## src/rtl/seq_pkg.sv

```systemverilog
// Shared types and encodings for the multi-cycle instruction sequencer:
// state enum, opcode values, ALU operation codes and writeback source select.
package seq_pkg;

    typedef enum logic [2:0] {
        ST_IDLE      = 3'd0,
        ST_FETCH     = 3'd1,
        ST_DECODE    = 3'd2,
        ST_EXECUTE   = 3'd3,
        ST_MEM       = 3'd4,
        ST_WRITEBACK = 3'd5,
        ST_TRAP      = 3'd6
    } state_t;

    localparam logic [5:0] OP_ADD = 6'b000000;
    localparam logic [5:0] OP_SUB = 6'b000001;
    localparam logic [5:0] OP_LW  = 6'b100011;
    localparam logic [5:0] OP_SW  = 6'b101011;
    localparam logic [5:0] OP_BEQ = 6'b000100;

    localparam logic [1:0] ALU_ADD = 2'b00;
    localparam logic [1:0] ALU_SUB = 2'b01;

    localparam logic M2R_ALU = 1'b0;
    localparam logic M2R_MEM = 1'b1;

endpackage

```

## src/rtl/opcode_decode.sv

```systemverilog
// Combinational opcode classifier: legality, memory/load/branch class and
// the ALU operation the execute step should request.
module opcode_decode
    import seq_pkg::*;
(
    input  logic [5:0] opcode_i,
    output logic       legal_o,
    output logic       is_mem_o,
    output logic       is_load_o,
    output logic       is_branch_o,
    output logic [1:0] alu_op_o
);

    always_comb begin
        legal_o     = 1'b0;
        is_mem_o    = 1'b0;
        is_load_o   = 1'b0;
        is_branch_o = 1'b0;
        alu_op_o    = ALU_ADD;
        case (opcode_i)
            OP_ADD: legal_o = 1'b1;
            OP_SUB: begin
                legal_o  = 1'b1;
                alu_op_o = ALU_SUB;
            end
            OP_LW: begin
                legal_o   = 1'b1;
                is_mem_o  = 1'b1;
                is_load_o = 1'b1;
            end
            OP_SW: begin
                legal_o  = 1'b1;
                is_mem_o = 1'b1;
            end
            OP_BEQ: begin
                legal_o     = 1'b1;
                is_branch_o = 1'b1;
                alu_op_o    = ALU_SUB;
            end
            default: ;
        endcase
    end

endmodule

```

## src/rtl/instr_sequencer.sv

```systemverilog
// Multi-cycle fetch/decode/execute/mem/writeback control FSM for a single-port
// memory datapath. Optional memory-wait timeout enabled by SEQ_TIMEOUT_EN.
//
// state     | meaning
// IDLE      | stopped at an instruction boundary, waiting for run
// FETCH     | instruction read from PC, held until mem_ready
// DECODE    | classify latched opcode; illegal goes to TRAP
// EXECUTE   | ALU step; BEQ resolves and retires here
// MEM       | data read (LW) or write (SW), held until mem_ready
// WRITEBACK | one-cycle register-file write, retires ADD/SUB/LW
// TRAP      | sticky fault, no strobes until rst
module instr_sequencer
    import seq_pkg::*;
#(
    parameter int RET_W          = 16,
    parameter int TIMEOUT_CYCLES = 16
) (
    input  logic             clk,
    input  logic             rst,
    input  logic             run,
    input  logic             mem_ready,
    input  logic [31:0]      mem_rdata,
    input  logic             zero,
    output logic             pc_write,
    output logic             pc_src,
    output logic             ir_write,
    output logic             mem_iord,
    output logic             mem_read,
    output logic             mem_write,
    output logic             reg_write,
    output logic             mem_to_reg,
    output logic [1:0]       alu_op,
    output logic [2:0]       state,
    output logic             trap,
    output logic [RET_W-1:0] retired
);

    state_t             state_q, state_d, boundary;
    logic [5:0]         opcode_q, opcode_d;
    logic               trap_q, trap_d;
    logic [RET_W-1:0]   retired_q, retired_d;
    logic               retire;
    logic               timeout_hit;
    logic               dec_legal, dec_is_mem, dec_is_load, dec_is_branch;
    logic [1:0]         dec_alu_op;
    logic               unused_rdata;

    assign unused_rdata = ^mem_rdata[25:0];

    opcode_decode u_decode (
        .opcode_i    (opcode_q),
        .legal_o     (dec_legal),
        .is_mem_o    (dec_is_mem),
        .is_load_o   (dec_is_load),
        .is_branch_o (dec_is_branch),
        .alu_op_o    (dec_alu_op)
    );

    // Where a completing instruction goes: next fetch, or park if run dropped.
    assign boundary = run ? ST_FETCH : ST_IDLE;

    always_comb begin
        state_d    = state_q;
        opcode_d   = opcode_q;
        retire     = 1'b0;
        pc_write   = 1'b0;
        pc_src     = 1'b0;
        ir_write   = 1'b0;
        mem_iord   = 1'b0;
        mem_read   = 1'b0;
        mem_write  = 1'b0;
        reg_write  = 1'b0;
        mem_to_reg = M2R_ALU;
        alu_op     = ALU_ADD;
        case (state_q)
            ST_IDLE: if (run) state_d = ST_FETCH;
            ST_FETCH: begin
                mem_read = 1'b1;
                if (mem_ready) begin
                    ir_write = 1'b1;
                    pc_write = 1'b1;
                    opcode_d = mem_rdata[31:26];
                    state_d  = ST_DECODE;
                end else if (timeout_hit) begin
                    state_d = ST_TRAP;
                end
            end
            ST_DECODE: state_d = dec_legal ? ST_EXECUTE : ST_TRAP;
            ST_EXECUTE: begin
                alu_op = dec_alu_op;
                if (dec_is_branch) begin
                    pc_write = zero;
                    pc_src   = 1'b1;
                    retire   = 1'b1;
                    state_d  = boundary;
                end else if (dec_is_mem) begin
                    state_d = ST_MEM;
                end else begin
                    state_d = ST_WRITEBACK;
                end
            end
            ST_MEM: begin
                mem_iord  = 1'b1;
                mem_read  = dec_is_load;
                mem_write = !dec_is_load;
                if (mem_ready) begin
                    if (dec_is_load) begin
                        state_d = ST_WRITEBACK;
                    end else begin
                        retire  = 1'b1;
                        state_d = boundary;
                    end
                end else if (timeout_hit) begin
                    state_d = ST_TRAP;
                end
            end
            ST_WRITEBACK: begin
                reg_write  = 1'b1;
                mem_to_reg = dec_is_load ? M2R_MEM : M2R_ALU;
                retire     = 1'b1;
                state_d    = boundary;
            end
            ST_TRAP: ;
            default: state_d = ST_IDLE;
        endcase
    end

    assign trap_d    = trap_q | (state_d == ST_TRAP);
    assign retired_d = retired_q + RET_W'(retire);

`ifdef SEQ_TIMEOUT_EN
    localparam int CNT_W = (TIMEOUT_CYCLES > 1) ? $clog2(TIMEOUT_CYCLES) : 1;

    logic [CNT_W-1:0] wait_cnt_q, wait_cnt_d;
    logic             waiting;

    // Down-counter reloads on FETCH/MEM entry; terminal count on a stalled cycle traps.
    assign waiting     = (state_q == ST_FETCH || state_q == ST_MEM) && !mem_ready;
    assign timeout_hit = waiting && (wait_cnt_q == '0);

    always_comb begin
        wait_cnt_d = wait_cnt_q;
        if ((state_d == ST_FETCH || state_d == ST_MEM) && state_d != state_q) begin
            wait_cnt_d = CNT_W'(TIMEOUT_CYCLES - 1);
        end else if (waiting) begin
            wait_cnt_d = wait_cnt_q - 1'b1;
        end
    end

    always_ff @(posedge clk) begin
        if (rst) wait_cnt_q <= '0;
        else     wait_cnt_q <= wait_cnt_d;
    end
`else
    logic unused_timeout;
    assign unused_timeout = (TIMEOUT_CYCLES != 0);
    assign timeout_hit    = 1'b0;
`endif

    always_ff @(posedge clk) begin
        if (rst) begin
            state_q   <= ST_IDLE;
            opcode_q  <= '0;
            trap_q    <= 1'b0;
            retired_q <= '0;
        end else begin
            state_q   <= state_d;
            opcode_q  <= opcode_d;
            trap_q    <= trap_d;
            retired_q <= retired_d;
        end
    end

    assign state   = state_q;
    assign trap    = trap_q;
    assign retired = retired_q;

endmodule

```

## config.mk

```make
export PLATFORM = sky130hd
export DESIGN_NAME = instr_sequencer
export DESIGN_NICKNAME = d
export VERILOG_FILES = /design/src/rtl/seq_pkg.sv /design/src/rtl/opcode_decode.sv /design/src/rtl/instr_sequencer.sv
export SDC_FILE = /design/constraint.sdc
export NUM_CORES = 1
export LEC_CHECK = 0
export ABC_CLOCK_PERIOD_IN_PS = 2700
export BUFFER_PORTS_ARGS = -buffer_cell sky130_fd_sc_hd__buf_2
export CAP_MARGIN = 20
export CORE_MARGIN = 2
export CORE_UTILIZATION = 36
export DETAILED_ROUTE_END_ITERATION = 8
export PLACE_DENSITY = 0.63
export SYNTH_ARGS = -nofsm -noshare
export SYNTH_HDL_FRONTEND = slang
export SYNTH_SLANG_ARGS = --single-unit
export TNS_END_PERCENT = 100
```

## constraint.sdc

```tcl
create_clock -name clk -period 2.7 [get_ports clk]
set_clock_uncertainty 0.05 [all_clocks]
set_input_delay 0.27 -clock clk [delete_from_list [all_inputs] [get_ports clk]]
set_output_delay 0.27 -clock clk [all_outputs]
set_load 0.03 [all_outputs]
```

==> key figures <==
Synthesis
  • Main synth FF type: dfxtp_1
  • Average cell area after synthesis: 8.81 sq um
  • Sequential area share after synthesis: 39.4%
  • Ys Warns: 0
  • Post-synthesis async set-or-reset flop share: 0%
  • Synth Instances: 150
  • Synth cell types: 42
  • Post-synthesis sequential element count: 26
  • EDFF count, synth: 0
  • Synthesized area: 1320 sq um
  • Syn nets: 189

Clocking
  • Bufs on Longest Clock Path: 2
  • CTS Buf Count: 3
  • Clk Latency, worst-skew pair: 0.27 ns
  • Clk pin slew, worst setup/hold paths: 0.09 ns
  • CTS tree: built
  • H-tree depth: 1
  • TritonCTS Sinks: 26
  • Hold-fix buffers at CTS: 0
  • Post-CTS setup buffer count: 0
  • Root buffer cell: clkbuf_8

Pwr
  • Lkg Pwr: 0.000716 uW
  • Clock Power Share: 32.0%
  • Int Power: 573 uW
  • Pwr/cell area: 477 nW/um^2
  • Worst-case vdd ir drop: 0.343 mV
  • Switching Power: 212 uW
  • Total power: 785 uW
  • Sequential share of power: 52.4%
  • Logic pwr share: 15.6%
  • Switching Share: 27.0%

STA
  • TNS Setup: 0 ns
  • RSZ-0062 raised after global routing: false
  • Relative slew slack: 64.8%
  • Period utilization: 90.5%
  • Max Slew Vio Count: 0
  • Fmax: 409 MHz
  • Final setup vio count: 0
  • Actual slew at the worst max-slew pin: 0.527 ns
  • Final Hold Viols: 0
  • Minimum clock period: 2.44 ns

Detailed routing
  • Drt wl/cell: 11.7 microns
  • WL final: 2.81 mm
  • Antenna Nets Post-Route: 0
  • DRC viols: 0
  • Routed vias/inst: 5.00
  • Initial drt markers: 62
  • DR pass1 iterations: 4
  • Total number of vias: 1,195

GRT
  • First-pass GRT wire length: 4.55 mm
  • Overflow after GRT: 0
  • Initial antenna violation count: 0
  • Largest net degree at the start of global routing: 29
  • All-layer global routing usage: 13.7%
  • Vias in the first global route: 981

Floorplan
  • IO Pins: 67
  • Core box area: 3610 sq um
  • Initial Utilization: 36.6%
  • Die H: 64.6 microns
  • Die footprint: 4170 sq um
  • Row count: 22
  • Die X: 64.6 microns

Run status
  • Status: completed

Setup path
  • CP Buf/Inv Count: 0
  • Kind of critical path: reg2reg
  • Crit. End Element: flop
  • Critical Path Source Type: flop
  • Critical path peak fanout: 6
  • Slowest cell delay on critical path: 0.38 ns
  • Arr. time, crit path: 2.54 ns
  • Max stage delay cell, worst path: dfxtp_1
  • CP required: 2.79 ns
  • Cell mode on critical path: ha_1
  • Family with the most delay on the worst path: simple AND/OR/NAND/NOR gates
  • Cells along the critical path: nor4_4 > nand3b_1 > nor2_2 > a211o_1 > ha_1 > ha_1 > nand3_1 > nor4_2 > xnor2_1 > nor2_1

Cells and area
  • Final non-filler cell total: 239
  • Design Area, Final: 1650 sq um
  • Area delta synth->final: 24.5%
  • Antenna diodes: 0
  • Nets: 231
  • Layout cell share with drive strength beyond 1: 30.9%

Run
  • Max-Cap Viols: 0

Worst hold path
  • Min-delay worst type: in2reg

Placed design
  • I/O Buffers: 39
  • Gpl congestion: 0.798
  • Post-DP HPWL: 2.07 mm
  • Placed insts: 235
  • Placed cell area: 1580 sq um
power by group through the flow:
stage               combinational [uW]  clock, uW  sequential [uW]
floorplan                         80.2          0              425
global placement                   120          0              419
detailed placement                 120          0              419
CTS                                120        256              410
global route                       134        276              414
finish                             122        252              411
cell families after synthesis:
logic type / after synthesis / share of synthesized area, %
fa+ha+maj: 3 / 2.65
simple gates: 70 / 31.4
buf+inv: 13 / 4.73
flops: 26 / 39.4
compound gates: 19 / 9.00
mux: 6 / 4.55
xor+xnor: 12 / 7.96
other cells: 1 / 0.284
registers in the layout (all words and copies together) (netlist names):
register  flops
opcode_q      6
state         3
retired      16
trap          1
per-layer routing:
layer | global-route usage, % | routed length, microns | vias up
li1 | - | - | 606
met1 | 18.8 | 1310 | 554
met2 | 21.9 | 1330 | 33
met3 | 2.26 | 146 | 2
met4 | 4.79 | 13 | 0
met5 | 0 | 0 | -
cell usage in the layout, fill, tap and decap left out, types with 3 or more instances in the layout:
master    synthesis  layout
buf_2             2      39
dfxtp_1          26      26
nor2_1           23      22
nand3_1           9       9
xnor2_1           9       9
a21oi_1           6       6
nor3_1            7       6
mux2i_1           6       6
inv_1             5       5
nand2_1           5       5
o21ai_0           5       5
buf_4             1       5
or3_1             4       4
clkbuf_8          0       4
nor4_1            3       3
xor2_1            3       3
final timing paths:
kind | start | end | slack, ns | cells past startpoint
worst max-delay path | opcode_q[3] | retired[14] | 0.26 | 10
worst min-delay path | mem_rdata[29] | opcode_q[3] | 0.18 | 3
worst max register to register | opcode_q[3] | retired[14] | 0.26 | 10
worst min register to register | trap | trap | 0.41 | 2
through the flow:
stage / util (%) / setup slack (ns) / hold WS (ns)
floorplan: - / 0.0423 / 0.367
global placement: 43.9 / 0.212 / 0.387
CTS: 45.4 / 0.183 / 0.185
finish: 45.6 / 0.256 / 0.181
global route: 45.6 / 0.00451 / 0.191
detailed placement: 43.9 / 0.211 / 0.398
area by class of cell:
| cell class | instances | area, sq um |
|---|---|---|
| fill | 370 | 1960 |
| multi-input combinational | 111 | 754 |
| sequential | 26 | 520 |
| timing repair buffer | 44 | 233 |
| tap | 48 | 60.1 |
| clock buffer | 4 | 55.1 |
| inverter | 6 | 22.5 |
repair_timing:
action                                  in CTS  in global routing
endpoints found under the setup margin       0                  1
hold endpoints to repair                     0                  0
resized for setup                            0                  1
cell usage after synthesis, types with 2 or more instances:
| cell type | instances | area share, % |
|---|---|---|
| nor2_1 | 23 | 6.5 |
| nand2_1 | 5 | 1.4 |
| nand2b_1 | 2 | 0.95 |
| nor4_2 | 3 | 2.8 |
| buf_2 | 2 | 0.76 |
| nand3b_1 | 2 | 1.1 |
| nand4_1 | 2 | 0.95 |
| dfxtp_1 | 26 | 39 |
| nor3_1 | 7 | 2.7 |
| mux2i_1 | 6 | 4.5 |
| xor2_1 | 3 | 2.0 |
| ha_1 | 2 | 1.9 |
| o21ai_0 | 5 | 1.9 |
| nor4_1 | 3 | 1.4 |
| or3_1 | 4 | 1.9 |
| nor2b_1 | 2 | 0.95 |
| inv_1 | 5 | 1.4 |
| a211o_1 | 2 | 1.3 |
| a21oi_1 | 6 | 2.3 |
| clkbuf_1 | 2 | 0.57 |
| nand3_1 | 9 | 3.4 |
| xnor2_1 | 9 | 6.0 |
worst reg2reg max path, cell delays in order, from the launching register on:
cell      delay, ns
dfxtp_1        0.38
nor4_4         0.30
nand3b_1       0.17
nor2_2         0.21
a211o_1        0.13
ha_1           0.19
ha_1           0.18
nand3_1        0.18
nor4_2         0.33
xnor2_1        0.15
nor2_1         0.05
Note: power is estimated with default switching activity, not from simulation.
